## src/rtl/alu_seq_core.sv

```systemverilog
// alu_seq_core: handshaked ALU with registered result and flags.
//   Single-cycle ADD/SUB/XOR/SLT/NAND/NOR. SLL/SRA run iteratively, one bit per cycle.
//   Build option: define ALU_SEQ_SHIFT_EN to enable the iterative shifter. Without it,
//   ops 6/7 complete in one cycle with result 0 and err set.
// Ports:
//   clk, reset             rising-edge clock, asynchronous active-high reset
//   in_valid / in_ready    upstream handshake; op, operand_a, operand_b sampled on accept
//   out_valid / out_ready  downstream handshake; result and flags held until taken
//   result                 registered result (WIDTH bits)
//   carryout               ADD carry, SUB no-borrow, else 0
//   overflow               ADD/SUB signed overflow, else 0
//   zero                   result == 0
//   err                    unsupported opcode
module alu_seq_core #(
   parameter int unsigned WIDTH = 32,
   parameter int unsigned SHW   = $clog2(WIDTH)
) (
   input  logic             clk,
   input  logic             reset,
   input  logic             in_valid,
   output logic             in_ready,
   input  logic [2:0]       op,
   input  logic [WIDTH-1:0] operand_a,
   input  logic [WIDTH-1:0] operand_b,
   output logic             out_valid,
   input  logic             out_ready,
   output logic [WIDTH-1:0] result,
   output logic             carryout,
   output logic             overflow,
   output logic             zero,
   output logic             err
);
   localparam logic [2:0] OpAdd  = 3'd0;
   localparam logic [2:0] OpSub  = 3'd1;
   localparam logic [2:0] OpXor  = 3'd2;
   localparam logic [2:0] OpSlt  = 3'd3;
   localparam logic [2:0] OpNand = 3'd4;
   localparam logic [2:0] OpNor  = 3'd5;

   logic             accept, idle, start_shift;
   logic             out_valid_q, out_valid_d;
   logic [WIDTH-1:0] result_q, result_d;
   logic             carry_q, carry_d;
   logic             ovf_q, ovf_d;
   logic             zero_q, zero_d;
   logic             err_q, err_d;

   // Shared adder: SUB and SLT compute A + ~B + 1.
   logic             sub_mode;
   logic [WIDTH-1:0] b_eff;
   logic [WIDTH:0]   sum;
   logic             add_ovf;
   logic [WIDTH-1:0] alu_res;
   logic             alu_c, alu_v, alu_err;

   assign sub_mode = (op == OpSub) || (op == OpSlt);
   assign b_eff    = sub_mode ? ~operand_b : operand_b;
   assign sum      = {1'b0, operand_a} + {1'b0, b_eff} + {{WIDTH{1'b0}}, sub_mode};
   assign add_ovf  = (operand_a[WIDTH-1] == b_eff[WIDTH-1]) &&
                     (sum[WIDTH-1] != operand_a[WIDTH-1]);

   always_comb begin
      alu_res = '0;
      alu_c   = 1'b0;
      alu_v   = 1'b0;
      alu_err = 1'b0;
      case (op)
         OpAdd, OpSub: begin
            alu_res = sum[WIDTH-1:0];
            alu_c   = sum[WIDTH];
            alu_v   = add_ovf;
         end
         OpXor:  alu_res = operand_a ^ operand_b;
         OpSlt:  alu_res = {{(WIDTH-1){1'b0}}, sum[WIDTH-1] ^ add_ovf};
         OpNand: alu_res = ~(operand_a & operand_b);
         OpNor:  alu_res = ~(operand_a | operand_b);
         default: begin
`ifdef ALU_SEQ_SHIFT_EN
            // Only reached for a zero shift amount; non-zero amounts go to the shifter.
            alu_res = operand_a;
`else
            alu_err = 1'b1;
`endif
         end
      endcase
   end

`ifdef ALU_SEQ_SHIFT_EN
   typedef enum logic [0:0] {StIdle, StShift} state_e;

   state_e           state_q, state_d;
   logic [WIDTH-1:0] sh_q, sh_d, sh_step;
   logic [SHW-1:0]   cnt_q, cnt_d;
   logic             sra_q, sra_d;
   logic [SHW-1:0]   shamt;

   assign shamt       = operand_b[SHW-1:0];
   assign idle        = (state_q == StIdle);
   assign start_shift = accept && (op[2:1] == 2'b11) && (shamt != '0);
   assign sh_step     = sra_q ? {sh_q[WIDTH-1], sh_q[WIDTH-1:1]} : {sh_q[WIDTH-2:0], 1'b0};
`else
   assign idle        = 1'b1;
   assign start_shift = 1'b0;
`endif

   assign in_ready = idle && (!out_valid_q || out_ready);
   assign accept   = in_valid && in_ready;

   always_comb begin
      out_valid_d = out_valid_q;
      result_d    = result_q;
      carry_d     = carry_q;
      ovf_d       = ovf_q;
      zero_d      = zero_q;
      err_d       = err_q;
      if (out_valid_q && out_ready) begin
         out_valid_d = 1'b0;
      end
      if (accept && !start_shift) begin
         out_valid_d = 1'b1;
         result_d    = alu_res;
         carry_d     = alu_c;
         ovf_d       = alu_v;
         zero_d      = (alu_res == '0);
         err_d       = alu_err;
      end
`ifdef ALU_SEQ_SHIFT_EN
      state_d = state_q;
      sh_d    = sh_q;
      cnt_d   = cnt_q;
      sra_d   = sra_q;
      case (state_q)
         StIdle: begin
            if (start_shift) begin
               state_d = StShift;
               sh_d    = operand_a;
               cnt_d   = shamt;
               sra_d   = op[0];
            end
         end
         StShift: begin
            sh_d  = sh_step;
            cnt_d = cnt_q - 1'b1;
            // Last step: publish the shifted value directly so no extra cycle is spent.
            if (cnt_q == SHW'(1)) begin
               state_d     = StIdle;
               out_valid_d = 1'b1;
               result_d    = sh_step;
               carry_d     = 1'b0;
               ovf_d       = 1'b0;
               zero_d      = (sh_step == '0);
               err_d       = 1'b0;
            end
         end
         default: state_d = StIdle;
      endcase
`endif
   end

   always_ff @(posedge clk or posedge reset) begin
      if (reset) begin
         out_valid_q <= 1'b0;
         result_q    <= '0;
         carry_q     <= 1'b0;
         ovf_q       <= 1'b0;
         zero_q      <= 1'b0;
         err_q       <= 1'b0;
      end else begin
         out_valid_q <= out_valid_d;
         result_q    <= result_d;
         carry_q     <= carry_d;
         ovf_q       <= ovf_d;
         zero_q      <= zero_d;
         err_q       <= err_d;
      end
   end

`ifdef ALU_SEQ_SHIFT_EN
   always_ff @(posedge clk or posedge reset) begin
      if (reset) begin
         state_q <= StIdle;
         sh_q    <= '0;
         cnt_q   <= '0;
         sra_q   <= 1'b0;
      end else begin
         state_q <= state_d;
         sh_q    <= sh_d;
         cnt_q   <= cnt_d;
         sra_q   <= sra_d;
      end
   end
`endif

   assign out_valid = out_valid_q;
   assign result    = result_q;
   assign carryout  = carry_q;
   assign overflow  = ovf_q;
   assign zero      = zero_q;
   assign err       = err_q;

endmodule

```

## config.mk

```make
export PLATFORM = sky130hd
export DESIGN_NAME = alu_seq_core
export DESIGN_NICKNAME = d
export VERILOG_FILES = /design/src/rtl/alu_seq_core.sv
export SDC_FILE = /design/constraint.sdc
export NUM_CORES = 1
export LEC_CHECK = 0
export CELL_PAD_IN_SITES_DETAIL_PLACEMENT = 0
export CELL_PAD_IN_SITES_GLOBAL_PLACEMENT = 1
export CORE_MARGIN = 4
export CORE_UTILIZATION = 43
export CTS_BUF_LIST = sky130_fd_sc_hd__clkbuf_4
export CTS_CLUSTER_SIZE = 12
export DETAILED_ROUTE_END_ITERATION = 16
export HOLD_SLACK_MARGIN = 0.08
export MAX_ROUTING_LAYER = met4
export PLACE_DENSITY_LB_ADDON = 0.1
export SLEW_MARGIN = 20
export SYNTH_ARGS = -nofsm -noshare
export SYNTH_HDL_FRONTEND = slang
export SYNTH_SLANG_ARGS = --single-unit
```

## constraint.sdc

```tcl
create_clock -name clk -period 6 [get_ports clk]
set_input_delay 0.9 -clock clk [delete_from_list [all_inputs] [get_ports clk]]
set_output_delay 0.9 -clock clk [all_outputs]
set_load 0.03 [all_outputs]
```

# Word level (Yosys, flattened, before mapping)
# Cells that the tools add are included.
dict set report word_totals {
  register_bits 37
  inputBits 71
  output_inout_bits 38
  wordCells 40
}
dict set report op_classes {
  add_sub_neg 2
  eq_ne 7
  n_mux 7
  bitwise_logic 7
  reduce_logical 11
}
# operator n
set op_table {}
lappend op_table {{32-bit one-hot mux with 5 select lines} 1}
lappend op_table {{32-bit NOT} 3}
lappend op_table {{32-bit by 32-bit adder with 33-bit output} 1}
lappend op_table {{33-bit by 1-bit adder with 33-bit output} 1}
lappend op_table {{32-bit AND} 1}
lappend op_table {{32-bit zero test} 1}
lappend op_table {{32-bit 2-to-1 mux} 1}
lappend op_table {{32-bit bitwise OR} 1}
lappend op_table {{32-bit bitwise XOR} 1}
lappend op_table {{3-bit by 2-bit == test with 1-bit output (second input constant)} 2}
lappend op_table {{3-bit == test (second input constant)} 2}
lappend op_table {{6-bit OR reduction} 1}
lappend op_table {{1-bit 2-to-1 mux} 5}
lappend op_table {{3-bit by 1-bit == test with 1-bit output (second input constant)} 1}
lappend op_table {{1-bit logical AND} 3}
lappend op_table {{3-bit zero test} 1}
lappend op_table {{1-bit logical OR} 2}
lappend op_table {{2-bit nonzero test} 1}
lappend op_table {{2-bit OR reduction} 1}
lappend op_table {{1-bit == test} 1}
lappend op_table {{1-bit zero test} 1}
lappend op_table {{1-bit inequality test} 1}
lappend op_table {{1-bit bitwise XOR} 1}

# Depth between registers and ports, before layout
dict set report depth {
  word_depth 10
  ltp_mapped 18
  mapped_depth_nobuf 14
}

# Least setup slack after synthesis
# Ideal clock, no wire load.
dict set report synth_timing {
  path_type {input to register}
  startpoint {input op[0]}
  endpoint {register zero_q (netlist: zero)}
  setup_ps 104
  arrival_time_ps 4702
  required_time_ps 5896
  slack_ps 1195
  stages 18
  path_buffers 5
  cell_sequence {dlygate4sd1_1 > clkbuf_1 > nand2b_1 > clkbuf_1 > buf_1 > xnor2_1 > ha_1 > buf_2 > a211oi_2 > o21bai_1 > nor2b_1 > or4_1 > a31oi_1 > o211a_1 > nand4_1 > nor4_2 > nand4_1 > o41ai_2}
}
dict set report synth_between {
  elab_chain_cells 10
  word_cells_on_any_way 17
  cone_classes {2 x add/sub; 7 x eq/ne; 2 x mux; 1 x bitwise; 5 x reduce/logical}
}
# item line_no
set synth_rtl {}
lappend synth_rtl {{from (decl)} 22} ;# input logic [2:0] op,
lappend synth_rtl {{3-bit by 1-bit == test with 1-bit output or 3-bit by 2-bit == test with 1-bit output (tied branches)} {56, 67}}
lappend synth_rtl {{1-bit logical OR} 56} ;# assign sub_mode = (op == OpSub) || (op == OpSlt);
lappend synth_rtl {{32-bit 2-to-1 mux} 57} ;# assign b_eff = sub_mode ? ~operand_b : operand_b;
lappend synth_rtl {{32-bit by 32-bit adder with 33-bit output} 58} ;# assign sum = {1'b0, operand_a} + {1'b0, b_eff} + {{WIDTH{1'b0}}, sub_mode};
lappend synth_rtl {{33-bit by 1-bit adder with 33-bit output} 58}
lappend synth_rtl {{1-bit inequality test} 60} ;# (sum[WIDTH-1] != operand_a[WIDTH-1]);
lappend synth_rtl {{1-bit logical AND} 59} ;# assign add_ovf = (operand_a[WIDTH-1] == b_eff[WIDTH-1]) &&
lappend synth_rtl {{1-bit bitwise XOR} 74} ;# OpSlt: alu_res = {{(WIDTH-1){1'b0}}, sum[WIDTH-1] ^ add_ovf};
lappend synth_rtl {{32-bit one-hot mux with 5 select lines *} 67} ;# case (op)
lappend synth_rtl {{32-bit zero test *} 124} ;# zero_d = (alu_res == '0);
lappend synth_rtl {{to (signal assigned)} 173} ;# zero_q <= zero_d;
lappend synth_rtl {{to (decl)} 45} ;# logic zero_q, zero_d;
# Mark *: on every way between the ends. The rest lies on a longest branch, timed or not.
# A chain may end at the register's enable or synchronous reset.

# Worst setup path in the final report
dict set report layout_timing {
  startpoint {input op[2]}
  endpoint {register zero_q (netlist: zero)}
}
# The elaborated chain is that of the path after synthesis.

==> results.ini <==
[die]
floorplan.initialDensity_pct=43.97
die_area_mm2=0.01479
io_pins=109
die-height_um=121.6
placeableCoreArea_mm2=0.01262
die_x_um=121.6
fp-row-count=41

[clocking]
cts-htree-levels=2
cts_repair_resize_count=0
clock_sinks=37
cts-buffers-inserted=5
max-clock-path-buffers=2
hold_buffers=0
clk_transition_reported_paths_ns=0.11
cts_setup_buffers=0
tritoncts_clock_tree=built
cts_root_buffer=clkbuf_4
clk_latency_ns=0.34

[yosys]
async_flop_share_pct=100.0
synth_edf_count=0
netlist-cell-type-count=71
synth_sequential_area_ratio_pct=16.69
yosys.area.top_type_share_pct=22.10
postSynthCellCount=717
ys_ff_latch=37
mappedNetlistArea_mm2=0.005549
yosys_warnings=0
synth_largest_area_cell=ha_1
postSynthNetCount=887
postSynth.topFlopCell=dfrtp_1
synth.area.top_cells=ha_1 (22%), dfrtp_1 (17%), xnor2_1 (6.9%)
postSynthAreaPerCell_um2=7.739

[finish]
nFillCells=1290
share_of_cells_above_drive_strength_1_pct=4.245
area.growth.synth_to_final_pct=22.64
final_nets=971
antenna-diode-count=0

[worst_setup_path]
timing_worst_setup_path_type=input port to flop
startpoint_kind_of_the_worst_setup_timing_path=input port
critical_path.max_fanout=18
critical_path_arrival_ns=5.34
cp.required_ns=6.25
cp-end-kind=flop

[global_routing]
grt_first_pass_wirelength_um=27690
grt_antenna_before_repair=0
first_global_vias=5267
global_route.overflow_total=0
globalRouteTotalUtil_pct=23.78
grt_max_degree=53

[sta]
fin_setup_tns_ns=0
tightest_slew_ns=1.027
normalized_max_slew_margin_pct=31.55
timing.final.hold_violations=0
setup_viol_count_final=0
period_share_pct=84.80
fmax_ghz=0.1965
fin_ws_ns=0.9122
finalMaxSlewViolations=0
final.min_clock_period_ns=5.088
finalClockSkew_ns=0.009914
rsz0062_at_grt=false

[detailed_routing]
drt_pass1_iterations=5
viasPerCell=5.689
antenna_left=0
wl_per_cell_um=17.74
detailed_route_iter0_violations=439
via_count=5535
postRouteWirelength_um=17260
route.detailed.drc=0

[status]
outcome=finished clean

[power]
power-per-cell-area_mw_per_mm2=173.8
irDropWorstVdd_v=0.00006764
leakage_nw=3.102

[placement]
post-dp-hpwl_um=13600
numPortBuffers=108
place_worst_setup_slack_ns=0.5640
routabilityCongestion=0.9207

[worst_hold_path]
min_path_type=flop to flop

[job]
cap_viol_max_count=0

[power breakdown]
part / internal [mW] / switching, mW
combinational: 0.312 / 0.430
sequential: 0.286 / 0.0250
clock: 0.0471 / 0.0817
total: 0.645 / 0.537
[worst paths after layout]
path	start	endpoint	slack, ns	depth (start not counted)
min in group asynchronous	reset	result[21]	0.96	3
worst min register to register	result[8]	result[8]	0.49	1
worst min-delay path	result[8]	result[8]	0.49	1
worst max register to register	out_valid	zero	3.17	10
worst max-delay path	op[2]	zero	0.91	15
max in group asynchronous	reset	result[5]	4.70	3
[placed cells by master (no fill, tap or decap), types with 5 or more instances in the layout]
cell type,instances
a211oi_1,5
a21o_1,10
a21oi_1,43
a222oi_1,5
a22o_1,21
a22oi_1,12
buf_4,9
clkbuf_4,6
clkdlybuf4s50_1,107
dfrtp_1,37
ha_1,98
inv_1,75
nand2_1,82
nand2b_1,8
nand3_1,7
nand4_1,17
nor2_1,24
nor3_1,7
o21a_1,6
o21ai_0,63
o21ai_1,12
o21bai_1,6
xnor2_1,44
xor2_1,8
[sequential cells by signal, summed over array words and instances, names as in the netlist]
name       flops
carryout       1
err            1
out_valid      1
overflow       1
result        32
zero           1
[cell type report]
cell class	instances	area, µm²	share of cell area (%)
tap	172	215.2	3.162
timing repair buffer	117	1144	16.80
inverter	75	281.5	4.137
clock inverter	1	3.754	0.05516
sequential	37	925.9	13.61
multi-input combinational	565	4190	61.57
clock buffer	6	45.04	0.6619
[synth_stat cells (6+ instances only)]
| library cell | instances |
|---|---|
| a22o_1 | 21 |
| a21o_1 | 10 |
| a21oi_1 | 43 |
| o21a_1 | 6 |
| nand2b_1 | 9 |
| nor3_1 | 7 |
| dfrtp_1 | 37 |
| buf_2 | 7 |
| nor2_1 | 25 |
| nand3_1 | 7 |
| o21ai_1 | 12 |
| a22oi_1 | 12 |
| nand2_1 | 82 |
| nand4_1 | 17 |
| o21ai_0 | 63 |
| clkbuf_1 | 27 |
| xnor2_1 | 44 |
| inv_1 | 75 |
| xor2_1 | 8 |
| o21bai_1 | 6 |
| ha_1 | 98 |
[critical path, cell delays in order]
cell and delay (ns):
clkdlybuf4s50_1 0.82, nand2b_2 0.25, buf_4 0.32, xnor2_1 0.19
ha_1 0.29, a21oi_1 0.25, o21ai_0 0.21, a22o_1 0.32
nor3_4 0.25, xnor2_1 0.09, a222oi_1 0.49, nand4_1 0.18
nor4_2 0.31, nand4_1 0.15, o41ai_2 0.30
[per-stage QoR]
| step | power, mW | instance area (µm²) | std cells | hold WS [ns] | utilization [%] |
|---|---|---|---|---|---|
| floorplan | 0.7909 | 5549 | 717 | 0.6567 | - |
| global placement | 1.045 | 6756 | 966 | 0.4598 | 53.54 |
| detailed placement | 1.054 | 6756 | 966 | 0.4684 | 53.54 |
| CTS | 1.182 | 6805 | 973 | 0.4907 | 53.93 |
| global route | 1.269 | 6805 | 973 | 0.5158 | 53.93 |
| finish | 1.183 | 6805 | 973 | 0.4882 | 53.93 |
[layer usage]
metal / up-vias / share of wire [%] / GRT usage, % / wire [µm]
li1: 2725 / - / - / -
met1: 2621 / 49 / 33.82 / 8394
met2: 180 / 45 / 37.72 / 7773
met3: 9 / 5.7 / 2.461 / 986
met4: 0 / 0.61 / 3.291 / 106
met5: - / 0 / - / 0
[cells by family after synthesis]
kind of cell,count (synthesis),share of synthesized area [%]
compound gates,234,28.48
simple gates,177,15.60
buf+inv,115,8.027
fa+ha+maj,99,22.46
xor+xnor,52,8.207
flops,37,16.69
mux,3,0.5412
No activity file was read; power rests on OpenSTA's default activity.
